<file path="src/rtl/alu_cmd_sequencer.sv">
// alu_cmd_sequencer
//   Buffered command front-end for the 8-bit combinational ALU. Commands
//   (operand A, operand B, opcode) arrive over a valid/ready handshake and are
//   queued in a DEPTH-entry circular FIFO. A three-state FSM (IDLE/ISSUE/HOLD)
//   pops one command at a time onto the ALU inputs, waits one settle cycle,
//   captures alu_out into a result register and offers it downstream over a
//   second valid/ready handshake. Opcodes are passed through undecoded.
//
//   Optional feature, macro ALU_CMD_CHAIN_EN: adds input cmd_chain, stored per
//   command. A chained command takes operand A from the most recently captured
//   result instead of its own cmd_a.
//
// Parameters
//   DEPTH  command FIFO depth (power of two, >= 2)
//   W      operand/result width (must match the ALU)
//
// Ports
//   clk, rst_n               rising-edge clock, asynchronous active-low reset
//   cmd_valid/cmd_ready      command handshake
//   cmd_a, cmd_b, cmd_opcode command payload
//   cmd_chain                (ALU_CMD_CHAIN_EN only) take A from last result
//   a, b, opcode             registered drive to the ALU
//   alu_out                  combinational ALU result
//   res_valid/res_ready      result handshake
//   res_data, res_opcode     captured result and the opcode that produced it
//   count                    FIFO occupancy
module alu_cmd_sequencer #(
  parameter int DEPTH = 4,
  parameter int W     = 8
) (
  input  logic                       clk,
  input  logic                       rst_n,
  input  logic                       cmd_valid,
  output logic                       cmd_ready,
  input  logic [W-1:0]               cmd_a,
  input  logic [W-1:0]               cmd_b,
  input  logic [2:0]                 cmd_opcode,
`ifdef ALU_CMD_CHAIN_EN
  input  logic                       cmd_chain,
`endif
  output logic [W-1:0]               a,
  output logic [W-1:0]               b,
  output logic [2:0]                 opcode,
  input  logic [W-1:0]               alu_out,
  output logic                       res_valid,
  input  logic                       res_ready,
  output logic [W-1:0]               res_data,
  output logic [2:0]                 res_opcode,
  output logic [$clog2(DEPTH):0]     count
);

  localparam int AW = $clog2(DEPTH);
  localparam int CW = AW + 1;
  localparam logic [CW-1:0] DEPTH_C = CW'(DEPTH);

  typedef enum logic [1:0] {
    IDLE  = 2'd0,
    ISSUE = 2'd1,
    HOLD  = 2'd2
  } state_t;

  state_t          state_q, state_d;
  logic [AW-1:0]   wr_ptr_q, wr_ptr_d;
  logic [AW-1:0]   rd_ptr_q, rd_ptr_d;
  logic [CW-1:0]   count_q, count_d;
  logic [W-1:0]    a_q, a_d;
  logic [W-1:0]    b_q, b_d;
  logic [2:0]      op_q, op_d;
  logic            res_valid_q, res_valid_d;
  logic [W-1:0]    res_data_q, res_data_d;
  logic [2:0]      res_op_q, res_op_d;

  // FIFO storage: payload only, no reset needed since occupancy guards reads
  logic [W-1:0]    mem_a_q  [DEPTH];
  logic [W-1:0]    mem_b_q  [DEPTH];
  logic [2:0]      mem_op_q [DEPTH];
`ifdef ALU_CMD_CHAIN_EN
  logic            mem_chain_q [DEPTH];
`endif

  logic            push;
  logic            pop;

  // Ready looks only at registered occupancy, so a pop on the same edge
  // cannot let a push into a full FIFO.
  assign cmd_ready = (count_q < DEPTH_C);
  assign push      = cmd_valid && cmd_ready;

  always_ff @(posedge clk) begin
    if (push) begin
      mem_a_q[wr_ptr_q]  <= cmd_a;
      mem_b_q[wr_ptr_q]  <= cmd_b;
      mem_op_q[wr_ptr_q] <= cmd_opcode;
`ifdef ALU_CMD_CHAIN_EN
      mem_chain_q[wr_ptr_q] <= cmd_chain;
`endif
    end
  end

  // FSM next-state and result register control
  always_comb begin
    state_d     = state_q;
    pop         = 1'b0;
    res_valid_d = res_valid_q;
    res_data_d  = res_data_q;
    res_op_d    = res_op_q;
    unique case (state_q)
      IDLE: begin
        if (count_q != '0) begin
          pop     = 1'b1;
          state_d = ISSUE;
        end
      end
      ISSUE: begin
        // ALU inputs have been stable for a full cycle; capture its output.
        res_data_d  = alu_out;
        res_op_d    = op_q;
        res_valid_d = 1'b1;
        state_d     = HOLD;
      end
      HOLD: begin
        if (res_ready) begin
          res_valid_d = 1'b0;
          if (count_q != '0) begin
            pop     = 1'b1;
            state_d = ISSUE;
          end else begin
            state_d = IDLE;
          end
        end
      end
      default: state_d = IDLE;
    endcase
  end

  // Issue registers and FIFO bookkeeping
  always_comb begin
    a_d  = a_q;
    b_d  = b_q;
    op_d = op_q;
    if (pop) begin
`ifdef ALU_CMD_CHAIN_EN
      // res_data_q already holds the previous command's result at pop time.
      a_d = mem_chain_q[rd_ptr_q] ? res_data_q : mem_a_q[rd_ptr_q];
`else
      a_d = mem_a_q[rd_ptr_q];
`endif
      b_d  = mem_b_q[rd_ptr_q];
      op_d = mem_op_q[rd_ptr_q];
    end
    wr_ptr_d = push ? wr_ptr_q + AW'(1) : wr_ptr_q;
    rd_ptr_d = pop  ? rd_ptr_q + AW'(1) : rd_ptr_q;
    count_d  = count_q + CW'(push) - CW'(pop);
  end

  always_ff @(posedge clk or negedge rst_n) begin
    if (!rst_n) begin
      state_q     <= IDLE;
      wr_ptr_q    <= '0;
      rd_ptr_q    <= '0;
      count_q     <= '0;
      a_q         <= '0;
      b_q         <= '0;
      op_q        <= '0;
      res_valid_q <= 1'b0;
      res_data_q  <= '0;
      res_op_q    <= '0;
    end else begin
      state_q     <= state_d;
      wr_ptr_q    <= wr_ptr_d;
      rd_ptr_q    <= rd_ptr_d;
      count_q     <= count_d;
      a_q         <= a_d;
      b_q         <= b_d;
      op_q        <= op_d;
      res_valid_q <= res_valid_d;
      res_data_q  <= res_data_d;
      res_op_q    <= res_op_d;
    end
  end

  assign a          = a_q;
  assign b          = b_q;
  assign opcode     = op_q;
  assign res_valid  = res_valid_q;
  assign res_data   = res_data_q;
  assign res_opcode = res_op_q;
  assign count      = count_q;

endmodule

</file>
<file path="config.mk">
export PLATFORM = sky130hd
export DESIGN_NAME = alu_cmd_sequencer
export DESIGN_NICKNAME = d
export VERILOG_FILES = /design/src/rtl/alu_cmd_sequencer.sv
export SDC_FILE = /design/constraint.sdc
export NUM_CORES = 1
export LEC_CHECK = 0
export CELL_PAD_IN_SITES_DETAIL_PLACEMENT = 1
export CELL_PAD_IN_SITES_GLOBAL_PLACEMENT = 1
export CORE_UTILIZATION = 29
export CTS_CLUSTER_DIAMETER = 120
export DETAILED_ROUTE_END_ITERATION = 8
export GPL_TIMING_DRIVEN = 0
export PLACE_DENSITY = 0.55
export SYNTH_ARGS = -nofsm -noshare
export SYNTH_HDL_FRONTEND = slang
export SYNTH_SLANG_ARGS = --single-unit
</file>
<file path="constraint.sdc">
create_clock -name clk -period 2.47 [get_ports clk]
set_clock_uncertainty 0.05 [all_clocks]
set_input_delay 0.494 -clock clk [delete_from_list [all_inputs] [get_ports clk]]
set_output_delay 0.494 -clock clk [all_outputs]
set_load 0.005 [all_outputs]
</file>
==> flow_summary_export.csv <==
group,metric,value,unit
critical_path,critPathLaunch,"res_ready",
detailed_routing,wl,8715,um
synth,synthTopCellsByCount,"edfxtp_1, dfrtp_1, mux2_4, mux4_2, mux2_2",
critical_path,path_max_fanout,4,
detailed_routing,drt_iter0_markers,62,
pwr,p_leak,2.219,nW
critical_path,cpLargestDelayFamily,"adder cells",
cells_and_area,drive_above_1_share,28.16,%
pwr,pwr-share-comb,33.0,%
pwr,p_int,5.819,mW
detailed_routing,drc,0,
outcome,status,"complete, no violations",
synth,synth_seq_cells,116,
floorplanning,die_area,15850,um^2
sta,slew_violations,0,
pwr,switchingPower,2.095,mW
pwr,power.total,7.914,mW
critical_path,startpoint_type,"primary input",
floorplanning,initial_utilization,30.18,%
grt,grtUsageTotal,12.53,%
min_path,worst_hold_path_type,"in2async",
synth,ys.warnings.count,0,
pwr,power_density,1331,nW/um^2
cells_and_area,num-fill-cells,1421,
critical_path,crit_path_end_kind,"flip-flop",
sta,period_minus_slack,2342,ps
synth,synth.distinct_cells,26,
critical_path,path_class,"in2reg",
detailed_routing,ant_nets,0,
floorplanning,die_w,125.9,um
synth,synthCells,211,
synth,synthFlopType,"edfxtp_1",
cells_and_area,final_nets,335,
synth,yosysTopAreaCell,"edfxtp_1",
clock_network,clock_path_buffers,2,
place,dpl.cell_count,461,
cells_and_area,syn2layout_area_growth,33.55,%
critical_path,worstPathRequired,2750,ps
clock_network,cts_tree,"built",
critical_path,rr_startpoint,"count[0]",
synth,yosysSeqAreaShare,73.73,%
synth,syn_area,4453,um^2
critical_path,arrival,2620,ps
critical_path,path_buf_inv,3,
grt,grt_pass1_wl,14040,um
clock_network,numClockSinks,116,
clock_network,cts_buffers,17,
place,place_congestion,0.6101,
grt,grt-ovfl-total,0,
sta,setup_viol,0,
detailed_routing,dr.pass1.iters,3,
sta,fin_crit_sh,94.81,%
synth,synth_fp_nets,249,
synth,yosysMostFrequentCell,"edfxtp_1",
clock_network,clkTransAtPathRegs,50,ps
place,dp.final_hpwl,5405,um
pwr,swShare,26.48,%
place,port_buffers,65,
clock_network,cts_hold_buf,0,
synth,async_reset_ff_share,34.48,%
grt,grt_max_degree,23,
synth,synth.area.top_cells,"edfxtp_1, dfrtp_1, mux4_2, mux2_4, mux2_2",
pwr,clockPowerShare,30.2,%
clock_network,clkLatencyLatePin,410,ps
synth,synth_enable_flop_cells,76,
sta,max_slew_margin,24.44,%
floorplanning,core,14750,um^2
pwr,peakVddDrop,0.6598,mV
critical_path,crit_chain,"clkdlybuf4s50_1, and2b_1, nor3_4, buf_6, ha_1, inv_1, ha_1, fa_1, xnor2_1, xnor2_1",
clock_network,cts-root-buf,"clkbuf_16",
cells_and_area,instances_no_fill,493,
clock_network,htree_levels,4,
pwr,pwr-share-seq,36.8,%
grt,antenna_found_initial,0,
synth,yosys.area.top_type_share,51.25,%
sta,max_slew.worst_pin.slew,1133,ps
floorplanning,ios,66,
cells_and_area,num_antenna_cells,0,
floorplanning,fp-row-count,44,
job,max-cap-violations,0,
critical_path,crit_slowest_cell,"clkdlybuf4s50_1",
sta,hold_violations,0,
floorplanning,die_h,125.9,um
detailed_routing,vias,2156,
detailed_routing,wl_per_cell,17.68,um
critical_path,slowest_delay,430,ps
detailed_routing,via_per_inst,4.373,
sta,timing.fmax,427.0,MHz
synth,avgSynthCellArea,21.10,um^2
grt,grt_pass1_vias,2484,
[worst paths after layout]
check                                   end  slack, ps  cells past startpoint
worst max-delay path               count[2]        130                     10
worst min-delay path            res_data[4]          2                      1
worst max register to register     count[2]        210                      9
worst min register to register    res_valid        440                      1
max in group asynchronous              b[0]       1860                      2
min in group clk                  res_valid        440                      1
[cells by family (layout without fill, tap and decap cells)]
group,count (synthesis),in the layout,synth area share (%)
simple gates,13,13,1.883
buf+inv,17,115,1.967
xor+xnor,5,5,0.9836
compound gates,4,4,0.5057
fa+ha+maj,7,7,2.135
mux,49,49,18.80
flops,116,116,73.73
[final cells by class]
type | count | area (um^2) | area share [%]
Inverter | 9 | 33.78 | 0.5681
Buffer | 8 | 58.81 | 0.9888
Clock buffer | 20 | 436.7 | 7.343
Clock inverter | 11 | 136.4 | 2.293
Sequential cell | 116 | 3283 | 55.21
Multi-Input combinational cell | 78 | 1095 | 18.41
Tap cell | 184 | 230.2 | 3.871
Timing Repair Buffer | 67 | 673.1 | 11.32
[layer usage]
layer	vias to the layer above	track usage, %	part of all wire [%]
met3	9	4.843	4.9
met4	0	5.953	1.5
li1	985	-	-
met5	-	0	0
met2	57	19.95	50
met1	1105	14.92	44
[registers in the layout, summed over array words and instances, names as in the netlist]
name and cells:
mem_op_q 12, state_q 2, a 8, count 3, mem_a_q 32, rd_ptr_q 2, res_data 8, res_opcode 3
mem_b_q 32, res_valid 1, wr_ptr_q 2, b 8, opcode 3
[power groups by stage]
stage | sequential, mW | clock (mW) | combinational (mW)
2_1_floorplan | 2.91 | 0 | 1.57
3_3_place_gp | 2.93 | 0 | 2.57
3_5_place_dp | 2.95 | 0 | 2.64
4_1_cts | 2.92 | 2.46 | 2.68
5_1_grt | 2.99 | 2.55 | 2.86
6_report | 2.91 | 2.39 | 2.61
[worst register-to-register path, delay by kind of cell (launching register included)]
family	cells	cell delay, ps
xor gates and xnor gates	2	330
DFF	1	420
and+or+nand+nor	2	390
adders and majority gates	3	830
buffers and inverters	2	170
[per-stage QoR]
stage / utilization [%] / TNS, ps / setup slack (ps) / area [um^2] / hold slack, ps
3_5_place_dp: 36.25 / -25800 / -480.0 / 5349 / 441.4
2_1_floorplan: - / 0 / 213.5 / 4453 / 148.4
5_1_grt: 40.31 / -10.41 / -10.41 / 5947 / 21.48
4_1_cts: 40.21 / 0 / 74.28 / 5933 / 2.797
6_report: 40.31 / 0 / 128.3 / 5947 / 2.000
3_3_place_gp: 36.15 / -46010 / -482.9 / 5334 / 423.2
[repair_timing]
item / in CTS / in global routing
endpoints found under the setup margin: 1 / 39
resized for setup: 1 / 4
setup buffers: 1 / 0
[cells in the final DEF, fill, tap and decap left out, drive strengths merged]
cell and instances:
edfxtp 76, clkdlybuf4s50 64, dfrtp 40, mux2 30, clkbuf 23, mux4 19, inv 9, buf 8
clkinv 7, ha 6, and2 4, xnor2 3, bufinv 3, nor3 3, nand2 2, xor2 2
a21oi 2, and2b 1, nor2b 1, nor2 1, a21o 1, o21ai 1, nor4b 1, fa 1
clkinvlp 1
Note: power is estimated with default switching activity, not from simulation.
